==> src/rtl/voter_pkg.sv <==
// Shared types and verdict encodings for the voter_tally block.
package voter_pkg;

  typedef enum logic [1:0] {
    ST_IDLE,
    ST_COLLECT,
    ST_DONE
  } state_e;

  localparam logic [2:0] RES_REJECT = 3'b100;
  localparam logic [2:0] RES_TIE    = 3'b010;
  localparam logic [2:0] RES_PASS   = 3'b001;
  localparam logic [2:0] RES_NONE   = 3'b000;

endpackage

==> src/rtl/voter_tally_if.sv <==
// Host/voter-facing signal bundle of voter_tally; slave modport is the block side.
interface voter_tally_if #(
  parameter int unsigned N_VOTERS = 4
);
  localparam int unsigned ID_W  = ($clog2(N_VOTERS) > 1) ? $clog2(N_VOTERS) : 1;
  localparam int unsigned CNT_W = $clog2(N_VOTERS + 1);

  logic             start;
  logic             vote_valid;
  logic [ID_W-1:0]  vote_id;
  logic             vote_yes;
  logic             result_ack;
  logic             busy;
  logic             result_valid;
  logic [3:1]       O;
  logic [CNT_W-1:0] yes_cnt;
  logic [CNT_W-1:0] no_cnt;
  logic             dup_err;

  modport master (
    output start, vote_valid, vote_id, vote_yes, result_ack,
    input  busy, result_valid, O, yes_cnt, no_cnt, dup_err
  );

  modport slave (
    input  start, vote_valid, vote_id, vote_yes, result_ack,
    output busy, result_valid, O, yes_cnt, no_cnt, dup_err
  );

endinterface

==> src/rtl/voter_timeout_cnt.sv <==
// COLLECT-state cycle counter; o_expired marks the LIMIT-th cycle since clear.
module voter_timeout_cnt #(
  parameter int unsigned LIMIT = 16
) (
  input  logic clk,
  input  logic rst,
  input  logic i_clear,
  input  logic i_en,
  output logic o_expired
);
  localparam int unsigned CW = $clog2(LIMIT + 1);
  localparam logic [CW-1:0] LAST = CW'(LIMIT - 1);
  localparam logic [CW-1:0] MAXV = CW'(LIMIT);

  logic [CW-1:0] r_cnt;

  always_ff @(posedge clk) begin
    if (rst || i_clear) begin
      r_cnt <= '0;
    end else if (i_en && (r_cnt != MAXV)) begin
      r_cnt <= r_cnt + CW'(1);
    end
  end

  // r_cnt counts completed COLLECT cycles, so LAST is the LIMIT-th one in progress.
  assign o_expired = i_en && (r_cnt == LAST);

endmodule

==> src/rtl/voter_tally.sv <==
// N-voter ballot collector with one-hot verdict; VOTER_TIMEOUT_EN adds a COLLECT timeout.
module voter_tally
  import voter_pkg::*;
#(
  parameter int unsigned N_VOTERS    = 4,
  parameter int unsigned TIMEOUT_CYC = 16
) (
  input  logic         clk,
  input  logic         rst,
  voter_tally_if.slave bus
);
  localparam int unsigned ID_W  = ($clog2(N_VOTERS) > 1) ? $clog2(N_VOTERS) : 1;
  localparam int unsigned CNT_W = $clog2(N_VOTERS + 1);
  localparam logic [CNT_W:0] N_FULL = (CNT_W + 1)'(N_VOTERS);

  state_e              r_state;
  logic [N_VOTERS-1:0] r_voted;
  logic [CNT_W-1:0]    r_yes;
  logic [CNT_W-1:0]    r_no;
  logic                r_busy;
  logic                r_rv;
  logic [2:0]          r_o;
  logic                r_dup;

  logic [ID_W-1:0]  w_id;
  logic             w_in_range;
  logic             w_accept;
  logic [CNT_W-1:0] w_yes_nxt;
  logic [CNT_W-1:0] w_no_nxt;
  logic [CNT_W:0]   w_total;
  logic             w_full;
  logic             w_timeout;
  logic             w_close;
  logic [2:0]       w_verdict;

  assign w_id       = bus.vote_id;
  assign w_in_range = (32'(w_id) < N_VOTERS);

  always_comb begin
    w_accept  = 1'b0;
    w_yes_nxt = r_yes;
    w_no_nxt  = r_no;
    if ((r_state == ST_COLLECT) && bus.vote_valid && w_in_range) begin
      w_accept = !r_voted[w_id];
    end
    if (w_accept) begin
      if (bus.vote_yes) begin
        w_yes_nxt = r_yes + CNT_W'(1);
      end else begin
        w_no_nxt = r_no + CNT_W'(1);
      end
    end
    w_total = {1'b0, w_yes_nxt} + {1'b0, w_no_nxt};
    w_full  = w_accept && (w_total == N_FULL);
    w_close = (r_state == ST_COLLECT) && (w_full || w_timeout);
    // Verdict uses post-ballot tallies so a same-cycle ballot counts before a timeout.
    if (w_yes_nxt > w_no_nxt) begin
      w_verdict = RES_PASS;
    end else if (w_yes_nxt == w_no_nxt) begin
      w_verdict = RES_TIE;
    end else begin
      w_verdict = RES_REJECT;
    end
  end

`ifdef VOTER_TIMEOUT_EN
  logic w_tmo_clear;
  logic w_tmo_en;

  assign w_tmo_clear = (r_state == ST_IDLE) && bus.start;
  assign w_tmo_en    = (r_state == ST_COLLECT);

  voter_timeout_cnt #(
    .LIMIT(TIMEOUT_CYC)
  ) u_timeout (
    .clk      (clk),
    .rst      (rst),
    .i_clear  (w_tmo_clear),
    .i_en     (w_tmo_en),
    .o_expired(w_timeout)
  );
`else
  // No counter in this build; TIMEOUT_CYC only keeps the parameter list uniform.
  assign w_timeout = 1'b0 && (TIMEOUT_CYC == 0);
`endif

  always_ff @(posedge clk) begin
    if (rst) begin
      r_state <= ST_IDLE;
      r_voted <= '0;
      r_yes   <= '0;
      r_no    <= '0;
      r_busy  <= 1'b0;
      r_rv    <= 1'b0;
      r_o     <= RES_NONE;
      r_dup   <= 1'b0;
    end else begin
      r_dup <= (r_state == ST_COLLECT) && bus.vote_valid && !w_accept;
      case (r_state)
        ST_IDLE: begin
          if (bus.start) begin
            r_state <= ST_COLLECT;
            r_busy  <= 1'b1;
            r_voted <= '0;
            r_yes   <= '0;
            r_no    <= '0;
          end
        end
        ST_COLLECT: begin
          r_yes <= w_yes_nxt;
          r_no  <= w_no_nxt;
          if (w_accept) begin
            r_voted[w_id] <= 1'b1;
          end
          if (w_close) begin
            r_state <= ST_DONE;
            r_busy  <= 1'b0;
            r_rv    <= 1'b1;
            r_o     <= w_verdict;
          end
        end
        ST_DONE: begin
          if (bus.result_ack) begin
            r_state <= ST_IDLE;
            r_rv    <= 1'b0;
            r_o     <= RES_NONE;
          end
        end
        default: r_state <= ST_IDLE;
      endcase
    end
  end

  assign bus.busy         = r_busy;
  assign bus.result_valid = r_rv;
  assign bus.O            = r_o;
  assign bus.yes_cnt      = r_yes;
  assign bus.no_cnt       = r_no;
  assign bus.dup_err      = r_dup;

endmodule

==> src/flat_wrapper.sv <==
// flat-port wrapper written by rule: the top's interface ports become plain ports
module voter_tally_flat import voter_pkg::*;
#(
  parameter int unsigned N_VOTERS    = 4,
  parameter int unsigned TIMEOUT_CYC = 16
)
  (clk, rst, bus_start, bus_vote_valid, bus_vote_id, bus_vote_yes, bus_result_ack, bus_busy, bus_result_valid, bus_O, bus_yes_cnt, bus_no_cnt, bus_dup_err);
  voter_tally_if #(.N_VOTERS(N_VOTERS)) bus_i ();
  input  logic clk;
  input  logic rst;
  input wire logic [$bits(bus_i.start)-1:0] bus_start;
  input wire logic [$bits(bus_i.vote_valid)-1:0] bus_vote_valid;
  input wire logic [$bits(bus_i.vote_id)-1:0] bus_vote_id;
  input wire logic [$bits(bus_i.vote_yes)-1:0] bus_vote_yes;
  input wire logic [$bits(bus_i.result_ack)-1:0] bus_result_ack;
  output wire logic [$bits(bus_i.busy)-1:0] bus_busy;
  output wire logic [$bits(bus_i.result_valid)-1:0] bus_result_valid;
  output wire logic [$bits(bus_i.O)-1:0] bus_O;
  output wire logic [$bits(bus_i.yes_cnt)-1:0] bus_yes_cnt;
  output wire logic [$bits(bus_i.no_cnt)-1:0] bus_no_cnt;
  output wire logic [$bits(bus_i.dup_err)-1:0] bus_dup_err;
  assign bus_i.start = bus_start;
  assign bus_i.vote_valid = bus_vote_valid;
  assign bus_i.vote_id = bus_vote_id;
  assign bus_i.vote_yes = bus_vote_yes;
  assign bus_i.result_ack = bus_result_ack;
  assign bus_busy = bus_i.busy;
  assign bus_result_valid = bus_i.result_valid;
  assign bus_O = bus_i.O;
  assign bus_yes_cnt = bus_i.yes_cnt;
  assign bus_no_cnt = bus_i.no_cnt;
  assign bus_dup_err = bus_i.dup_err;
  voter_tally #(.N_VOTERS(N_VOTERS), .TIMEOUT_CYC(TIMEOUT_CYC)) u_core (.clk(clk), .rst(rst), .bus(bus_i));
endmodule
==> config.mk <==
export PLATFORM = sky130hd
export DESIGN_NAME = voter_tally_flat
export DESIGN_NICKNAME = d
export VERILOG_FILES = /design/src/rtl/voter_pkg.sv /design/src/rtl/voter_tally_if.sv /design/src/rtl/voter_timeout_cnt.sv /design/src/rtl/voter_tally.sv /design/src/flat_wrapper.sv
export SDC_FILE = /design/constraint.sdc
export NUM_CORES = 1
export LEC_CHECK = 0
export CAP_MARGIN = 5
export CORE_ASPECT_RATIO = 0.75
export CORE_UTILIZATION = 30
export DETAILED_ROUTE_END_ITERATION = 12
export DONT_BUFFER_PORTS = 1
export GPL_ROUTABILITY_DRIVEN = 0
export SLEW_MARGIN = 25
export SYNTH_ARGS = -nofsm -noshare
export SYNTH_HDL_FRONTEND = slang
export SYNTH_SLANG_ARGS = --single-unit
==> constraint.sdc <==
create_clock -name clk -period 3.39 [get_ports clk]
set_clock_uncertainty 0.05 [all_clocks]
set_input_delay 0 -clock clk [delete_from_list [all_inputs] [get_ports clk]]
set_output_delay 0 -clock clk [all_outputs]
set_load 0.01 [all_outputs]
* Word-level counts from Yosys, hierarchy flattened *
Index checks and enable logic that the tools add are counted.

word-level totals
  register bits after elaboration = 18
  bits of input ports = 8
  output and inout bits = 12
  logic and storage cells = 68

operators by class
  add/subtract/negate cells = 3
  $lt $le $gt $ge = 3
  equal/unequal tests = 8
  muxes and demuxes = 30
  bitwise gates (word level) = 1
  reductions and logical operators = 15

operator list
  cell                 number
  $mux 3               9
  $pmux 3 s2           3
  $reduce_and 3->1     4
  $mux 4               2
  $pmux 4 s2           1
  $mux 1               7
  $add 3x1->3 const B  2
  $mux 2               3
  $pmux 2 s3           1
  $logic_and 1x1->1    5
  $add 3x3->4          1
  $eq 4x3->1 const B   1
  $ne 2x1->1 const B   2
  $ne 2x2->1 const B   2
  $or 4x4->4           1
  $pmux 1 s2           2
  $reduce_bool 2->1    2
  $eq 3x3->1           1
  $gt 3x3->1           1
  $lt 2x3->1 const B   1
  $bmux 1 s2           1
  $demux 1 s2          1
  $eq 2x1->1 const B   1
  $eq 2x2->1 const B   1
  4 further kinds      5

* Depth between registers and ports, before layout *
Gate-level depths: netlist of the first run.

  depth after elaboration = 11
  gate-level depth with buffers = 11
  gate-level depth less buffers = 10

* Worst setup path after synthesis of the first run *
Ideal clock, no wire load.

  path kind = register to register
  start point = reg u_core.r_voted[1]
  end point = reg u_core.r_o[0], in the netlist u_core.bus.O[1]
  library setup time = 0.072 ns
  arrival = 2.916 ns
  data required time = 3.268 ns
  setup slack = 0.353 ns
  stages on the path, launching flop included = 11
  path buffers = 1
  clock period less this slack = 3.037 ns
  path through = dfxtp_1 -> mux2_4 -> o22a_1 -> buf_6 -> nor3_1 -> xor2_1 -> ha_1 -> fa_1 -> or3_1 -> nor4_4 -> mux2i_1

on the way
  cells in the longest elaborated chain, start to end = 11
  elaborated cells on any way between the ends = 16
  classes of those cells = add/sub: 1; order compare: 1; eq/ne: 2; mux: 8; reduce/logical: 4

ends and longest elaborated chain
  item                              line                RTL
  start: declaration                voter_tally.sv:17   logic [N_VOTERS-1:0] r_voted;
  start signal: assignment          voter_tally.sv:90   r_voted <= '0;
  start signal: assignment          voter_tally.sv:104  r_voted <= '0;
  start signal: indexed assignment  voter_tally.sv:113  r_voted[w_id] <= 1'b1;
  $bmux 1 s2 (*)                    voter_tally.sv:44   w_accept = !r_voted[w_id];
  $mux 1 (implied by the code) (*)  voter_tally.sv:44
  $logic_not 1->1 (*)               voter_tally.sv:44
  $mux 1 (*)                        voter_tally.sv:43   if ((r_state == ST_COLLECT) && bus.vote_valid && w_in_range) begin
  $mux 3                            voter_tally.sv:46   if (w_accept) begin
  $add 3x3->4                       voter_tally.sv:53   w_total = {1'b0, w_yes_nxt} + {1'b0, w_no_nxt};
  $eq 4x3->1                        voter_tally.sv:54   w_full = w_accept && (w_total == N_FULL);
  $logic_and 1x1->1                 voter_tally.sv:54
  $logic_and 1x1->1                 voter_tally.sv:55   w_close = (r_state == ST_COLLECT) && (w_full || w_timeout);
  $ne 2x1->1 (no line)              --
  $reduce_and 3->1 (no line)        --
  end signal: assignment            voter_tally.sv:119  r_o <= w_verdict;
  end: declaration                  voter_tally.sv:22   logic [2:0] r_o;

Mark *: on every way between the ends. The rest lies on a longest branch, timed or not. The select of a mux whose other input is x is not followed.
A chain may end at the register's enable or synchronous reset.

* Worst setup path after layout of the first run *
  start point = reg u_core.r_voted[2]
  end point = reg u_core.r_o[1], in the netlist u_core.bus.O[2]

The elaborated chain is that of the path after synthesis.

==> run metrics, run 1 <==
Least-Margin Pin Slew=0.626 ns; post-synthesis cell area=1120 um^2; CTS clk-pin slew, worst paths=0.07 ns; Hold Path Stages=3; worst r2r path cells=10; DRC Markers=0; fill count=368; Power Total=~470 uW; Slowest cell on crit path=or3_1; Via-to-Cell Ratio=5.24; Post-Synthesis Cells=124; Syn-to-layout area delta=20.2%; Synth area leaders=dfxtp_1, ha_1, a21oi_1; Final WS setup=about 0.18 ns; FF+latch count, synth=18; Design Area, Final=1350 um^2; Chip Width=just over 70 um; worst path cell trace=mux2_2 > o22a_2 > nor3_4 > xor2_1 > ha_1 > fa_1 > or3_1 > nor4_4 > buf_4 > mux2i_1; DP HPWL=2000 um; CP Launch Type=flop; CP Max Fanout=8; clk buf depth=2; Vias=975; Pins Over Slew Limit=0; R2R setup slack=0.18 ns; Static Leak=0.000517 uW; initial antenna violation count=0; placed cell area=around 1200 um^2; worst slack at placement=0.0973 ns; Skew-Pair Late Insertion Delay=~0.25 ns; nets@finish=154; vias in the first global route=899; CTS H-tree depth=1; DRT Wirelength=2680 um; DIE AREA=3990 um^2; net count after synthesis=141; Tightest Hold Check Type=in -> reg; wire per inst=between 10 and 15 um; ys async rst share=0%; PortBufs=0; Tmin final=3.21 ns; CP endpoint kind=flop; antenna fix cells=0; layout cells sized above 1=16.2%; Core ar.=~3400 um^2; Yosys warning count=0; MaxCap Viol Count=0; ANT nets after route=0; Final Hold Viols=0; status=completed; grt ovf=0; Yosys cell types=36; cell row count=18; Peak VDD IR=142 uV; RSZ-0062 raised after global routing=false; leading area contributor after synthesis=dfxtp_1; CTS Sinks=18; Synth Area per Inst=9.05 um^2; hold_ws=0.00663 ns; drt pass-1 iters=4; Initial Utilization=32.8%; Final Setup Violations=0; Root Driver=clkbuf_8; Worst EP required=3.53 ns; FMAX=311 MHz; I/O pins=20; CTS Buf Count=3; Slew HR=58.1%; CP Class=reg -> reg; first-pass GRT wire length=4480 um; worst stage delay on the critical path=0.42 ns; number of synthesized flops with an enable pin=0; Total GRT Usage=15.3%; Top FF cell, synth=dfxtp_1; CTS tree=yes; setup TNS=0 ns; post-synthesis sequential area ratio=32.1%; Pwr Density=346 nW/um^2; Die H=around 55 um; pin count of the biggest net entering global routing=17; Starting DRT DRC Count=70; top cell type's share of synthesized area=32.1%; Tcrit/Tclk final=94.7%; Arrival @ worst endpoint=3.35 ns
==> cell usage after synthesis (all sizes together), types with 2 or more instances <==
master	instances
o21a	3
a311oi	3
a21oi	9
o311ai	2
nor3	6
nand2	10
nand3	3
mux2	2
xor2	3
dfxtp	18
clkbuf	4
xnor2	3
mux2i	4
o21ai	6
ha	8
nor2b	6
a32oi	4
nand2b	2
inv	6
buf	2
nor2	6
nor4b	2
o21ba	2
==> logic make-up (layout without fill, tap and decap cells) <==
group / Yosys count / in the layout / synth area share (%)
adder cells (fa/ha/maj): 9 / 9 / 10.7
multiplexers: 6 / 6 / 5.91
XOR/XNOR: 6 / 6 / 4.68
flip-flops: 18 / 18 / 32.1
AND/OR/NAND/NOR: 39 / 39 / 19.8
buffers and inverters: 12 / 24 / 4.79
AO/OA/AOI/OAI: 34 / 34 / 22.0
==> final timing paths <==
path                                end              start
hold / removal    u_core.bus.yes_cnt[2]       bus_vote_yes
setup reg to reg        u_core.bus.O[2]  u_core.r_voted[2]
setup / recovery        u_core.bus.O[2]  u_core.r_voted[2]
hold reg to reg       u_core.r_voted[0]  u_core.r_voted[0]
==> repair_timing <==
action / 4_1_cts / 5_1_grt
gates resized for setup: 0 / 4
endpoints found under the setup margin: 0 / 6
buffers inserted: 0 / 1
hold buffers: 8 / 0
hold endpoints to repair: 18 / 0
==> worst max-delay path, delay by kind of cell (launching register included) <==
family	cells	cell delay, ns
buffers and inverters	1	0.19
xor gates and xnor gates	1	0.24
and+or+nand+nor	3	0.94
muxes	2	0.48
DFF	1	0.32
adders and majority gates	2	0.64
AOI/OAI and AO/OA	1	0.30
==> sequential cells by signal (all words and copies together) (netlist names) <==
signal	cells
u_core.bus.O	3
u_core.bus.no_cnt	3
u_core.r_state	2
u_core.bus.yes_cnt	3
u_core.bus.result_valid	1
u_core.bus.dup_err	1
u_core.r_voted	4
u_core.bus.busy	1
==> routing by layer <==
layer  up-vias  wire length (um)  track usage (%)
met5         -                 0                0
met3         4               205             5.98
met2        34              1120             22.6
li1        477                 -                -
met4         0                34             3.92
met1       460              1320             21.0
==> stage by stage <==
step | std cells | util (%)
final | 186 | 39.4
after global routing | 186 | 39.4
after CTS | 185 | 38.7
after detailed placement | 173 | 34.8
after global placement | 173 | 34.8
after floorplan | 124 | -
==> placed cells by master, fill, tap and decap left out, types with 2 or more instances in the layout <==
cell / netlist / layout
a21oi_1: 9 / 9
a311oi_1: 3 / 3
a32oi_1: 4 / 4
buf_4: 0 / 6
clkbuf_8: 0 / 4
dfxtp_1: 18 / 18
dlygate4sd3_1: 0 / 8
ha_1: 8 / 8
inv_1: 6 / 6
mux2i_1: 4 / 4
nand2_1: 10 / 10
nand3_1: 3 / 3
nor2_1: 6 / 6
nor2b_1: 6 / 6
nor3_1: 5 / 4
nor4b_1: 2 / 2
o21a_1: 3 / 3
o21ai_0: 6 / 6
o21ba_2: 2 / 2
o311ai_0: 2 / 2
xnor2_1: 3 / 3
xor2_1: 3 / 3
==> where the power goes <==
group | switching, uW | internal [uW] | leakage, uW
sequential | 5.45 | 216 | 0.000146
combinational | 40.8 | 30.0 | 0.000342
clock | 71.7 | 103 | 0.0000288
total | 118 | 349 | 0.000517
==> cell type report <==
type / count / area, um^2 / share of cell area (%)
clock buffers: 4 / 55.1 / 4.08
inverters: 6 / 22.5 / 1.67
flip-flops and latches: 18 / 360 / 26.7
well taps: 50 / 62.6 / 4.64
multi-input cells: 94 / 723 / 53.6
repair buffers: 14 / 125 / 9.28
Power figures use the tool's default switching activity.
==> run 2: changes to the inputs <==
--- a/config.mk
+++ b/config.mk
@@ -5,6 +5,7 @@
 export SDC_FILE = /design/constraint.sdc
 export NUM_CORES = 1
 export LEC_CHECK = 0
+export ABC_AREA = 1
 export CAP_MARGIN = 5
 export CORE_ASPECT_RATIO = 0.75
 export CORE_UTILIZATION = 30
==> run metrics, run 2 <==
status=completed (unchanged); Chip Width=74.9 um (was 72.6 um); Arrival @ worst endpoint=3.23 ns (was 3.35 ns); storage element area=360 um^2 (unchanged); post-CTS setup repair buffer count=0 (unchanged); grt ovf=0 (unchanged); MaxCap Viol Count=0 (unchanged); Synth Area in Adders=10.1% (was 10.7%); first-pass GRT wire length=4330 um (was 4480 um); Post-synth top cells=nand2_1, inv_1, dfxtp_1 (was dfxtp_1, nand2_1, a21oi_1); mux cell area share after synthesis=0% (was 5.91%); setup TNS=0 ns (unchanged); Pwr Density=445 nW/um^2 (was 346 nW/um^2); CTS H-tree depth=1 (unchanged); number of synthesized flops with an enable pin=0 (unchanged); Synth Area per Inst=6.68 um^2 (was 9.05 um^2); CP endpoint kind=flop (unchanged); DP HPWL=1940 um (was 2000 um); clk buf depth=2 (unchanged); FMAX=325 MHz (was 311 MHz); CP Launch Type=flop (unchanged); Final Hold Viols=0 (unchanged); most frequent cells in the layout=nand2_1, inv_1, dfxtp_1 (was dfxtp_1, nand2_1, a21oi_1); RSZ-0062 raised after global routing=false (unchanged); CTS Buf Count=3 (unchanged); Syn-to-layout area delta=14.6% (was 20.2%); Tcrit/Tclk final=90.6% (was 94.7%); Final Setup Violations=0 (unchanged); top cell type's share of synthesized area=30.2% (was 32.1%); cell row count=19 (was 18); Yosys warning count=0 (unchanged); DRC Markers=0 (unchanged); CTS Sinks=18 (unchanged); Vias=1076 (was 975); ANT nets after route=0 (unchanged); Skew-Pair Late Insertion Delay=0.26 ns (was 0.25 ns); DIE AREA=4240 um^2 (was 3990 um^2); layout cells sized above 1=9.09% (was 16.2%); Final Util=36.7% (was 39.4%); footprint of the multi-input gates=698 um^2 (was 723 um^2); buffer and inverter count on the worst path=2 (was 1); CTS clk-pin slew, worst paths=0.07 ns (about the same); main combinational cell family by area after synthesis=simple AND/OR/NAND/NOR gates (was compound AO/OA/AOI/OAI gates); Top FF cell, synth=dfxtp_1 (unchanged); Via-to-Cell Ratio=4.50 (was 5.24); FF+latch count, synth=18 (unchanged); Yosys cell types=27 (was 36); most common cell after layout, fill and taps aside=nand2_1 (was dfxtp_1); Worst path top cell family by delay=simple AND/OR/NAND/NOR gates (unchanged); CP Max Fanout=5 (was 8); met2 Track Usage GR=17.2% (was 22.6%); number of flip-flops in the largest register=4 (unchanged); initial antenna violation count=0 (unchanged); post-synthesis sequential area ratio=30.2% (was 32.1%); I/O pins=20 (unchanged); Slew HR=67.1% (was 58.1%); GR Util met1=20.9% (was 21.0%); post-synthesis cell area=1190 um^2 (was 1120 um^2); CP Class=reg -> reg (unchanged); Core ar.=3730 um^2 (was 3420 um^2); Root Driver=clkbuf_8 (unchanged); Starting DRT DRC Count=92 (was 70); worst stage delay on the critical path=0.56 ns (was 0.42 ns); drt pass-1 iters=4 (unchanged); Die H=56.7 um (was 55.0 um); pin count of the biggest net entering global routing=12 (was 17); net count after synthesis=196 (was 141); Slowest cell on crit path=dlygate4sd3_1 (was or3_1); ys async rst share=0% (unchanged); wire per inst=10.8 um (was 14.4 um); most used cell, CP=nand3_1; Most flops, register=u_core.r_voted (unchanged); PortBufs=0 (unchanged); GR peak layer=met1 (was met2); CTS tree=yes (unchanged); worst path cell trace=ha_1 > o21ai_0 > nand3_1 > nand2_1 > inv_1 > fa_1 > or2_2 > nand3_1 > nand2_2 > nand3_1 > nand2_1 > a21oi_1 > dlygate4sd3_1 (was mux2_2 > o22a_2 > nor3_4 > xor2_1 > ha_1 > fa_1 > or3_1 > nor4_4 > buf_4 > mux2i_1); post-synthesis compound-gate area fraction=8.90% (was 22.0%); DRT Wirelength=2580 um (was 2680 um); Post-Synthesis Cells=179 (was 124); xor/xnor share of the synthesized area=2.20% (was 4.68%); leading area contributor after synthesis=dfxtp_1 (unchanged); Least-Margin Pin Slew=0.491 ns (was 0.626 ns); antenna fix cells=0 (unchanged); Initial Utilization=32.0% (was 32.8%); Tmin final=3.07 ns (was 3.21 ns); fill count=417 (was 368); Synth area leaders=dfxtp_1, nand2_1, inv_1 (was dfxtp_1, ha_1, a21oi_1); nets@finish=205 (was 154); count leader, synth=nand2_1 (was dfxtp_1); Tightest Hold Check Type=in -> reg (unchanged); vias in the first global route=949 (was 899); Worst EP required=3.55 ns (was 3.53 ns); Pins Over Slew Limit=0 (unchanged); Simple-Gate Fraction of Synth Area=37.0% (was 19.8%); Peak VDD IR=189 uV (was 142 uV); met3 Usage GRT=4.85% (was 5.98%); Static Leak=0.000657 uW (was 0.000517 uW); Total GRT Usage=13.6% (was 15.3%)
run 2: cell count changes after synthesis, sizes merged, moves of 5 or more:
| cell | before | now |
|---|---|---|
| nand2 | 10 | 55 |
| nor3 | 6 | 1 |
| nor2b | 6 | 0 |
| inv | 6 | 32 |
| a21oi | 9 | 15 |
| nand3 | 3 | 15 |
| nor2 | 6 | 15 |
run 2: metrics by stage:
step / hold slack (ns) / instance area, um^2 / total power (uW) / setup slack [ns] / instances
3_5_place_dp: 0.0230 / 1240 / 419 / 0.782 / 228
5_1_grt: 0.0785 / 1370 / 656 / 0.0370 / 239
2_1_floorplan: 0.114 / 1190 / 391 / 1.03 / 179
6_report: 0.0485 / 1370 / 609 / 0.318 / 239
3_3_place_gp: 0.0238 / 1240 / 420 / 0.752 / 228
4_1_cts: 0.0423 / 1370 / 614 / 0.236 / 239
run 2: cell type report:
| cell class | instances | share of cell area (%) |
|---|---|---|
| Multi-Input combinational cell | 126 | 51.0 |
| Sequential cell | 18 | 26.3 |
| Inverter | 32 | 8.78 |
| Timing Repair Buffer | 7 | 5.12 |
| Tap cell | 52 | 4.75 |
| Clock buffer | 4 | 4.02 |
run 2: worst paths after layout:
path	from	endpoint	slack, ns	depth (start not counted)
setup reg to reg	u_core.bus.yes_cnt[0]	u_core.bus.busy	0.32	13
setup / recovery	u_core.bus.yes_cnt[0]	u_core.bus.busy	0.32	13
hold / removal	bus_vote_yes	u_core.bus.no_cnt[2]	0.05	5
hold reg to reg	u_core.r_voted[3]	u_core.r_voted[3]	0.40	2
run 2: tightest hold or removal path, cell delays in order:
cell and delay [ns]:
nand2_1 0.03, nand2_1 0.06, nand3_1 0.09, nand3_1 0.08, a21oi_1 0.05
run 2: repair_timing:
item,4_1_cts,5_1_grt
resized for setup,0,2
hold buffers,7,0
endpoints found under the hold margin,18,0
endpoints found under the setup margin,0,1
run 2: kinds of logic (layout without fill, tap and decap cells):
kind of cell	count (synthesis)	after routing
adder cells (fa/ha/maj)	9	9
flip-flops	18	18
buffers and inverters	35	43
AND/OR/NAND/NOR	94	94
AO/OA/AOI/OAI	20	20
XOR/XNOR	3	3
run 2: layer usage:
layer / wire length, um / share of wire [%] / vias up
li1: - / - / 578
met1: 1470 / 57 / 479
met2: 989 / 38 / 19
met3: 119 / 4.6 / 0
met4: 0 / 0 / 0
met5: 0 / 0 / -
run 2: power breakdown:
part	total [uW]	switching [uW]	leakage [uW]	internal, uW
Sequential	245	17.7	0.000147	228
Clock	183	79.9	0.0000288	103
Combinational	180	113	0.000481	67.3
